===== src/rtl/pointer_sequencer_if.sv =====
// Command, memory and pointer-pair signals between decode, the sequencer and the pointer pair.
interface pointer_sequencer_if;
    logic        req;
    logic [2:0]  op;
    logic        busy;
    logic        ack;
    logic        err;
    logic [7:0]  mem_rdata;
    logic        mem_oe;
    logic        mem_we;
    logic [7:0]  rdata;
    logic [15:0] rdata16;
    logic        we_l;
    logic        we_h;
    logic        oe_addr_ip;
    logic        oe_addr_dp;
    logic        oe_dl;
    logic        oe_dh;
    logic        cnt;
    logic        selector;

    // Sequencer side
    modport master (
        input  req, op, mem_rdata,
        output busy, ack, err, mem_oe, mem_we, rdata, rdata16,
               we_l, we_h, oe_addr_ip, oe_addr_dp, oe_dl, oe_dh, cnt, selector
    );

    // Decode / pointer-pair / memory side
    modport slave (
        output req, op, mem_rdata,
        input  busy, ack, err, mem_oe, mem_we, rdata, rdata16,
               we_l, we_h, oe_addr_ip, oe_addr_dp, oe_dl, oe_dh, cnt, selector
    );
endinterface


===== src/rtl/pointer_sequencer.sv =====
// Pointer-pair sequencer: turns decode commands into strobe sequences with one ack each.
module pointer_sequencer #(
    parameter int unsigned WAIT = 0
) (
    input  logic                  clk,
    input  logic                  rst,
    pointer_sequencer_if.master   bus
);
    localparam int unsigned WCNT_W    = 2;
    localparam logic [WCNT_W-1:0] WAIT_LAST = WCNT_W'(WAIT);

    typedef enum logic [3:0] {
        S_IDLE,
        S_IP_RD,
        S_LD_L,
        S_LD_H,
        S_DP_RD,
        S_DP_WR,
        S_JMP,
        S_SV_L,
        S_SV_H,
        S_ERR
    } state_t;

    state_t              state, state_n;
    logic [WCNT_W-1:0]   wcnt, wcnt_n;
    logic                last_c;
    logic                last_n_c;
    logic                is_mem_c;
    logic                is_mem_n_c;

    // Next-state and wait-counter sequencing
    always_comb begin
        state_n  = state;
        wcnt_n   = '0;
        is_mem_c = (state == S_IP_RD) || (state == S_LD_L) || (state == S_LD_H) ||
                   (state == S_DP_RD) || (state == S_DP_WR);
        last_c   = !is_mem_c || (wcnt == WAIT_LAST);
        if (is_mem_c && !last_c) begin
            wcnt_n = wcnt + WCNT_W'(1);
        end else begin
            case (state)
                S_IDLE: begin
                    if (bus.req) begin
                        case (bus.op)
                            3'd0:    state_n = S_IP_RD;
                            3'd1:    state_n = S_LD_L;
                            3'd2:    state_n = S_JMP;
                            3'd3:    state_n = S_DP_RD;
                            3'd4:    state_n = S_DP_WR;
                            3'd5:    state_n = S_SV_L;
                            default: state_n = S_ERR;
                        endcase
                    end
                end
                S_LD_L:  state_n = S_LD_H;
                S_SV_L:  state_n = S_SV_H;
                default: state_n = S_IDLE;
            endcase
        end
        is_mem_n_c = (state_n == S_IP_RD) || (state_n == S_LD_L) || (state_n == S_LD_H) ||
                     (state_n == S_DP_RD) || (state_n == S_DP_WR);
        last_n_c   = !is_mem_n_c || (wcnt_n == WAIT_LAST);
    end

    // State register
    always_ff @(posedge clk or negedge rst) begin
        if (!rst) begin
            state <= S_IDLE;
            wcnt  <= '0;
        end else begin
            state <= state_n;
            wcnt  <= wcnt_n;
        end
    end

    // Registered strobes and handshake, decoded from the upcoming state and wait count
    always_ff @(posedge clk or negedge rst) begin
        if (!rst) begin
            bus.busy       <= 1'b0;
            bus.ack        <= 1'b0;
            bus.err        <= 1'b0;
            bus.mem_oe     <= 1'b1;
            bus.mem_we     <= 1'b1;
            bus.we_l       <= 1'b1;
            bus.we_h       <= 1'b1;
            bus.oe_addr_ip <= 1'b1;
            bus.oe_addr_dp <= 1'b1;
            bus.oe_dl      <= 1'b1;
            bus.oe_dh      <= 1'b1;
            bus.cnt        <= 1'b0;
        end else begin
            bus.busy       <= (state_n != S_IDLE);
            bus.ack        <= (state_n != S_IDLE) && (state_n != S_LD_L) &&
                              (state_n != S_SV_L) && last_n_c;
            bus.err        <= (state_n == S_ERR);
            bus.mem_oe     <= !((state_n == S_IP_RD) || (state_n == S_LD_L) ||
                                (state_n == S_LD_H)  || (state_n == S_DP_RD));
            bus.mem_we     <= !(state_n == S_DP_WR);
            bus.we_l       <= !((state_n == S_LD_L) && last_n_c);
            bus.we_h       <= !((state_n == S_LD_H) && last_n_c);
            bus.oe_addr_ip <= !((state_n == S_IP_RD) || (state_n == S_LD_L) ||
                                (state_n == S_LD_H));
            bus.oe_addr_dp <= !((state_n == S_DP_RD) || (state_n == S_DP_WR));
            bus.oe_dl      <= !(state_n == S_SV_L);
            bus.oe_dh      <= !(state_n == S_SV_H);
            bus.cnt        <= ((state_n == S_IP_RD) || (state_n == S_LD_L) ||
                               (state_n == S_LD_H)) && last_n_c;
        end
    end

    // Data capture and IP/DP swap, taken at the end of the final cycle of each state
    always_ff @(posedge clk or negedge rst) begin
        if (!rst) begin
            bus.rdata    <= '0;
            bus.rdata16  <= '0;
            bus.selector <= 1'b0;
        end else begin
            if (((state == S_IP_RD) || (state == S_DP_RD)) && last_c) begin
                bus.rdata <= bus.mem_rdata;
            end
            if (state == S_SV_L) begin
                bus.rdata16[7:0] <= bus.mem_rdata;
            end
            if (state == S_SV_H) begin
                bus.rdata16[15:8] <= bus.mem_rdata;
            end
            if (state == S_JMP) begin
                bus.selector <= ~bus.selector;
            end
        end
    end
endmodule


===== src/flat_wrapper.sv =====
// flat-port wrapper written by rule: the top's interface ports become plain ports
module pointer_sequencer_flat 
#(
    parameter int unsigned WAIT = 0
)
  (clk, rst, bus_req, bus_op, bus_mem_rdata, bus_busy, bus_ack, bus_err, bus_mem_oe, bus_mem_we, bus_rdata, bus_rdata16, bus_we_l, bus_we_h, bus_oe_addr_ip, bus_oe_addr_dp, bus_oe_dl, bus_oe_dh, bus_cnt, bus_selector);
  pointer_sequencer_if bus_i ();
  input  logic clk;
  input  logic rst;
  input wire logic [$bits(bus_i.req)-1:0] bus_req;
  input wire logic [$bits(bus_i.op)-1:0] bus_op;
  input wire logic [$bits(bus_i.mem_rdata)-1:0] bus_mem_rdata;
  output wire logic [$bits(bus_i.busy)-1:0] bus_busy;
  output wire logic [$bits(bus_i.ack)-1:0] bus_ack;
  output wire logic [$bits(bus_i.err)-1:0] bus_err;
  output wire logic [$bits(bus_i.mem_oe)-1:0] bus_mem_oe;
  output wire logic [$bits(bus_i.mem_we)-1:0] bus_mem_we;
  output wire logic [$bits(bus_i.rdata)-1:0] bus_rdata;
  output wire logic [$bits(bus_i.rdata16)-1:0] bus_rdata16;
  output wire logic [$bits(bus_i.we_l)-1:0] bus_we_l;
  output wire logic [$bits(bus_i.we_h)-1:0] bus_we_h;
  output wire logic [$bits(bus_i.oe_addr_ip)-1:0] bus_oe_addr_ip;
  output wire logic [$bits(bus_i.oe_addr_dp)-1:0] bus_oe_addr_dp;
  output wire logic [$bits(bus_i.oe_dl)-1:0] bus_oe_dl;
  output wire logic [$bits(bus_i.oe_dh)-1:0] bus_oe_dh;
  output wire logic [$bits(bus_i.cnt)-1:0] bus_cnt;
  output wire logic [$bits(bus_i.selector)-1:0] bus_selector;
  assign bus_i.req = bus_req;
  assign bus_i.op = bus_op;
  assign bus_i.mem_rdata = bus_mem_rdata;
  assign bus_busy = bus_i.busy;
  assign bus_ack = bus_i.ack;
  assign bus_err = bus_i.err;
  assign bus_mem_oe = bus_i.mem_oe;
  assign bus_mem_we = bus_i.mem_we;
  assign bus_rdata = bus_i.rdata;
  assign bus_rdata16 = bus_i.rdata16;
  assign bus_we_l = bus_i.we_l;
  assign bus_we_h = bus_i.we_h;
  assign bus_oe_addr_ip = bus_i.oe_addr_ip;
  assign bus_oe_addr_dp = bus_i.oe_addr_dp;
  assign bus_oe_dl = bus_i.oe_dl;
  assign bus_oe_dh = bus_i.oe_dh;
  assign bus_cnt = bus_i.cnt;
  assign bus_selector = bus_i.selector;
  pointer_sequencer #(.WAIT(WAIT)) u_core (.clk(clk), .rst(rst), .bus(bus_i));
endmodule

===== config.mk =====
export PLATFORM = sky130hd
export DESIGN_NAME = pointer_sequencer_flat
export DESIGN_NICKNAME = d
export VERILOG_FILES = /design/src/rtl/pointer_sequencer_if.sv /design/src/rtl/pointer_sequencer.sv /design/src/flat_wrapper.sv
export SDC_FILE = /design/constraint.sdc
export NUM_CORES = 1
export LEC_CHECK = 0
export CORE_ASPECT_RATIO = 0.7
export CORE_MARGIN = 1
export CORE_UTILIZATION = 47
export CTS_CLUSTER_SIZE = 30
export DETAILED_ROUTE_END_ITERATION = 7
export PLACE_DENSITY_LB_ADDON = 0.08
export SETUP_SLACK_MARGIN = 0.15
export SKIP_LAST_GASP = 1
export SYNTH_ARGS = -nofsm -noshare
export SYNTH_HDL_FRONTEND = slang
export SYNTH_SLANG_ARGS = --single-unit

===== constraint.sdc =====
create_clock -name clk -period 2.3 [get_ports clk]
set_input_delay 0.345 -clock clk [delete_from_list [all_inputs] [get_ports clk]]
set_output_delay 0.345 -clock clk [all_outputs]
set_load 0.005 [all_outputs]

== Word level (Yosys, flattened, before mapping) ==
Cells that the tools add are included.

* Bits in registers: 43
* Output and inout bits: 37
* Logic and storage cells: 84

* Add/subtract/negate cells: 1
* Eq/ne operators: 23
* Muxes and demuxes: 5
* Bitwise gates (word level): 1
* Reductions and logical operators: 36

{| class="wikitable"
|+ Operator list
! operator !! number
|-
| 4-bit by 3-bit == test with 1-bit output, second input constant || 7
|-
| 4-bit case mux with 6 select lines || 1
|-
| 4-bit by 2-bit == test with 1-bit output, second input constant || 4
|-
| 4-bit == test, second input constant || 3
|-
| 1-bit logical OR || 12
|-
| 4-bit case mux with 3 select lines || 1
|-
| 1-bit zero test || 11
|-
| 4-bit by 1-bit == test with 1-bit output, second input constant || 2
|-
| 1-bit logical AND || 8
|-
| 4-bit 2-to-1 mux || 2
|-
| 3-bit by 2-bit == test with 1-bit output, second input constant || 2
|-
| 3-bit == test, second input constant || 2
|-
| 2-bit zero test || 2
|-
| 4-bit zero test || 1
|-
| 4-bit by 2-bit inequality test with 1-bit output, second input constant || 1
|-
| 4-bit by 3-bit inequality test with 1-bit output, second input constant || 1
|-
| 4-bit nonzero test || 1
|-
| 3-bit by 1-bit == test with 1-bit output, second input constant || 1
|-
| 3-bit zero test || 1
|-
| 2-bit by 1-bit adder with 2-bit output, second input constant || 1
|-
| 2-bit 2-to-1 mux || 1
|-
| 1-bit inverter || 1
|}

== Longest topological paths before layout ==
* Depth in word-level cells: 19
* Gate-level depth with buffers: 7
* Gate-level depth less buffers: 7

== Worst setup path before layout ==
No wires, ideal clock.

* Path kind: register to register
* Start point: register u_core.state[0]
* End point: register u_core.bus.ack
* Arrival time: 1590 ps
* Required time: 2180 ps
* Path slack: 590 ps
* Stages on the path, launching flop included: 6
* Buffers on the path: 1
* Period minus slack after synthesis: 1710 ps
* Cells stage by stage: dfrtp_1 > buf_6 > or4b_4 > a31oi_2 > nand3_2 > and3_1

* Word-level cells in the longest chain between the ends: 18
* Elaborated cells on any way between the ends: 37
* Those cells by class: eq/ne (13); mux (4); reduce/logical (20)

{| class="wikitable"
|+ RTL lines
! element !! line !! text
|-
| start: declaration || pointer_sequencer.sv:25 || <nowiki>state_t state, state_n;</nowiki>
|-
| start signal: assignment || pointer_sequencer.sv:72 || <nowiki>state <= state_n;</nowiki>
|-
| 4-bit by 1-bit == test with 1-bit output / 4-bit by 2-bit == test with 1-bit output (equally long branches) || pointer_sequencer.sv:36, pointer_sequencer.sv:42 ||
|-
| 1-bit logical OR (3 in series) || pointer_sequencer.sv:36 || <nowiki>is_mem_c = (state == S_IP_RD) || (state == S_LD_L) || (state == S_LD_H) ||</nowiki>
|-
| 1-bit logical OR || pointer_sequencer.sv:37 || <nowiki>(state == S_DP_RD) || (state == S_DP_WR);</nowiki>
|-
| 1-bit zero test || pointer_sequencer.sv:38 || <nowiki>last_c = !is_mem_c || (wcnt == WAIT_LAST);</nowiki>
|-
| 1-bit logical OR || pointer_sequencer.sv:38 ||
|-
| 1-bit zero test || pointer_sequencer.sv:39 || <nowiki>if (is_mem_c && !last_c) begin</nowiki>
|-
| 1-bit logical AND || pointer_sequencer.sv:39 ||
|-
| 4-bit 2-to-1 mux (*) || pointer_sequencer.sv:39 ||
|-
| via u_core.state_n[1] || pointer_sequencer.sv:25 ||
|-
| 4-bit by 1-bit == test with 1-bit output / 4-bit by 2-bit == test with 1-bit output (equally long branches) || pointer_sequencer.sv:61 || <nowiki>is_mem_n_c = (state_n == S_IP_RD) || (state_n == S_LD_L) || (state_n == S_LD_H) ||</nowiki>
|-
| 1-bit logical OR (3 in series) || pointer_sequencer.sv:61 ||
|-
| 1-bit logical OR || pointer_sequencer.sv:62 || <nowiki>(state_n == S_DP_RD) || (state_n == S_DP_WR);</nowiki>
|-
| 1-bit zero test || pointer_sequencer.sv:63 || <nowiki>last_n_c = !is_mem_n_c || (wcnt_n == WAIT_LAST);</nowiki>
|-
| 1-bit logical OR || pointer_sequencer.sv:63 ||
|-
| 1-bit logical AND (*) || pointer_sequencer.sv:95 || <nowiki>(state_n != S_SV_L) && last_n_c;</nowiki>
|-
| end signal: assignment || pointer_sequencer.sv:94 || <nowiki>bus.ack <= (state_n != S_IDLE) && (state_n != S_LD_L) &&</nowiki>
|-
| end: declaration || pointer_sequencer_if.sv:25 || <nowiki>output busy, ack, err, mem_oe, mem_we, rdata, rdata16,</nowiki>
|}

The timed path passes the listed nets; every way through them passes the cells marked *.
A chain may end at the register's enable or synchronous reset.

== Worst setup path after layout ==
* Start point: register u_core.wcnt[0]
* End point: register u_core.bus.rdata[3]

* Word-level cells in the longest chain between the ends: 3

{| class="wikitable"
|+ RTL lines
! element !! line !! text
|-
| start: declaration || pointer_sequencer.sv:26 || <nowiki>logic [WCNT_W-1:0] wcnt, wcnt_n;</nowiki>
|-
| start signal: assignment || pointer_sequencer.sv:73 || <nowiki>wcnt <= wcnt_n;</nowiki>
|-
| 2-bit zero test || pointer_sequencer.sv:38 ||
|-
| 1-bit logical OR || pointer_sequencer.sv:38 ||
|-
| 1-bit logical AND || pointer_sequencer.sv:119 || <nowiki>if (((state == S_IP_RD) || (state == S_DP_RD)) && last_c) begin</nowiki>
|-
| end signal: assignment || pointer_sequencer.sv:120 || <nowiki>bus.rdata <= bus.mem_rdata;</nowiki>
|-
| end: declaration || pointer_sequencer_if.sv:25 ||
|}

No other way between the ends.

==> flow_summary.json <==
{
  "r2r_cells": 5,
  "worstMarginPinSlew_ns": 0.919,
  "grtUsageTotal": 0.181,
  "h-tree-depth": 2,
  "finalHoldViolCount": 0,
  "yosysSeqAreaShare": 0.607,
  "stdcell_count": 230,
  "combPwrFrac": 0.419,
  "yosysTopAreaCell": "dfrtp_1",
  "drv_cap": 0,
  "drc_errors": 0,
  "synth_most_common_cell": "dfrtp_1",
  "cts_buffers": 5,
  "synth_adder_area_share": 0.00699,
  "n_antenna_cell": 0,
  "vias": 1175,
  "irDropWorstVdd_v": 0.000712,
  "dieHeight_um": 53.6,
  "finalCritPeriodShare": 0.851,
  "ys.flop_type": "dfrtp_1",
  "slew_violations": 0,
  "firstDrtPassIters": 4,
  "cts_hold_buf": 0,
  "pwr_density_cell_mw_per_mm2": 1230,
  "cts_tree": "done",
  "post-route-util": 0.673,
  "path_class": "register to register",
  "synth_edf_count": 0,
  "outcome": "complete, no violations",
  "overflow": 0,
  "syn_inst": 125,
  "synth_nets": 140,
  "drt_iter0_markers": 105,
  "p_clk_frac": 0.154,
  "tns_ns": 0,
  "antenna_found_initial": 0,
  "ys_warn_count": 0,
  "root_buffer": "clkbuf_8",
  "cts_setup_buffers": 0,
  "initial_utilization": 0.500,
  "power.leakage_nw": 0.989,
  "fill_cells": 245,
  "fin_nets": 194,
  "crit_fanout": 8,
  "routabilityCongestion": 0.855,
  "cell_internal_pwr_w": 0.00212,
  "max-slew-margin-rel": 0.387,
  "p_sw_w": 0.000853,
  "syn_area_mm2": 0.00179,
  "grt_max_degree": 44,
  "synth-simple-area-share": 0.125,
  "postSynth.asyncResetShare": 1.00,
  "cts_buffer_depth": 2,
  "ant_nets": 0,
  "clkSlewWorstSetupHoldPaths_ns": 0.08,
  "synth-xor-area-share": 0.0147,
  "grt_pass1_vias": 1081,
  "avgSynthCellArea_um2": 14.3,
  "die_area_mm2": 0.00406,
  "r2r-end": "u_core.bus.rdata[3]",
  "muxShareOfSynthArea": 0.151,
  "r2r-start": "u_core.wcnt[0]",
  "rows": 18,
  "ys_seq_elements": 43,
  "vias_per_cell": 5.11,
  "setup_viol": 0,
  "period_needed_ns": 1.96,
  "synth_compound_area_frac": 0.0762,
  "die_w_um": 75.8,
  "critPathLaunchType": "register",
  "drive_gt1_frac": 0.261,
  "swShare": 0.287,
  "wire_per_inst_um": 14.9,
  "clock_latency_ns": 0.28,
  "hold_path_class": "primary input to async pin",
  "finalClockSkew_ns": 0.00241,
  "clock_sinks": 43,
  "hpwl_um": 2470,
  "end_kind": "register",
  "area_delta_synth_final_pct": 34.7,
  "synth.top_cells.by_area": "dfrtp_1 (49%), mux2_2 (15%), dfstp_2 (12%)",
  "rsz0062_at_grt": "no",
  "synth_commonest_cells": "dfrtp_1 (35), mux2_2 (24), dfstp_2 (8)",
  "required_ns": 2.47,
  "boundaryPins": 51,
  "synth_top_area_frac": 0.489,
  "wl_um": 3420,
  "cts_resized": 0,
  "rrSetupSlack_ns": 0.34,
  "dp_cells": 222,
  "seq_area_mm2": 0.00109,
  "fmax_mhz": 511,
  "synth_top_family_by_area": "multiplexers",
  "grt_pass1_wl_um": 5180,
  "core_mm2": 0.00358,
  "netlist-cell-type-count": 33,
  "io_buffers": 50,
  "multiInputGateArea_um2": 669,
  "seqPwrFrac": 0.427,
  "critPathArrivalTime_ns": 2.13
}
cells by family (layout without fill, tap and decap cells):
group / count (synthesis) / count (layout)
DFF: 43 / 43
and+or+nand+nor: 36 / 36
muxes: 24 / 24
AOI/OAI and AO/OA: 12 / 12
buffers and inverters: 6 / 61
xor gates and xnor gates: 3 / 3
adders and majority gates: 1 / 1
metal layers:
metal	up-vias	global-route usage	wire length, um
met5	-	0	0
met3	0	0.0674	233
met2	41	0.276	1620
met1	592	0.251	1570
li1	542	-	-
met4	0	0.0370	0
power groups by stage:
| stage | combinational [W] | clock [W] | sequential [W] |
|---|---|---|---|
| after floorplan | 0.000563 | 0 | 0.00127 |
| after global placement | 0.00124 | 0 | 0.00127 |
| after detailed placement | 0.00126 | 0 | 0.00129 |
| after CTS | 0.00127 | 0.000472 | 0.00127 |
| after global routing | 0.00135 | 0.000505 | 0.00131 |
| final | 0.00125 | 0.000457 | 0.00127 |
critical path: stages, from the launching register on:
cell	delay, ns
dfrtp_1	0.37
inv_1	0.09
ha_1	0.32
nor2b_1	0.21
nand3b_1	0.42
mux2_2	0.43
registers in the layout, summed over array words and instances, names as in the netlist:
register	cells
u_core.bus.mem_we	1
u_core.bus.oe_addr_dp	1
u_core.bus.oe_addr_ip	1
u_core.bus.we_h	1
u_core.bus.oe_dl	1
u_core.bus.rdata16	16
u_core.bus.mem_oe	1
u_core.bus.rdata	8
u_core.bus.selector	1
u_core.bus.oe_dh	1
u_core.bus.cnt	1
u_core.bus.ack	1
u_core.state	4
u_core.bus.err	1
u_core.bus.we_l	1
u_core.bus.busy	1
u_core.wcnt	2
cell type report:
class                   instances  area share
inverters                       3     0.00467
clock inverters                 2     0.00571
clock buffers                   6      0.0301
repair buffers                 50       0.206
flip-flops and latches         43       0.450
well taps                      50      0.0259
multi-input cells              76       0.278
stage by stage:
step	area (um2)	setup slack (ns)	power, W	hold WS, ns
finish	2410	0.342	0.00297	0.195
global route	2410	0.228	0.00317	0.258
detailed placement	2320	0.197	0.00254	0.461
floorplan	1790	0.590	0.00183	0.0494
global placement	2320	0.289	0.00250	0.458
CTS	2410	0.338	0.00301	0.212
worst max-delay path by stage:
stage,end,slack (ns),startpoint,cells after the start
after detailed placement,u_core.bus.ack,0.20,bus_op[1],6
after floorplan,u_core.bus.ack,0.59,u_core.state[0],5
after CTS,u_core.bus.rdata[3],0.34,u_core.wcnt[0],5
after global placement,u_core.bus.ack,0.29,bus_op[1],6
after global routing,u_core.bus.rdata[3],0.23,u_core.wcnt[0],5
final,u_core.bus.rdata[3],0.34,u_core.wcnt[0],5
cell usage in the layout, fill, tap and decap left out, types with 3 or more instances in the layout:
cell             Yosys  layout
and2_1               3       3
and3_1               3       3
clkbuf_8             0       5
clkdlybuf4s50_1      0      49
dfrtp_1             35      35
dfstp_2              8       8
inv_1                3       3
mux2_2              24      24
nand2_1              4       4
nand2b_1             4       4
nor2_1               6       6
nor2b_1              7       7
(Power assumes the default switching activity.)
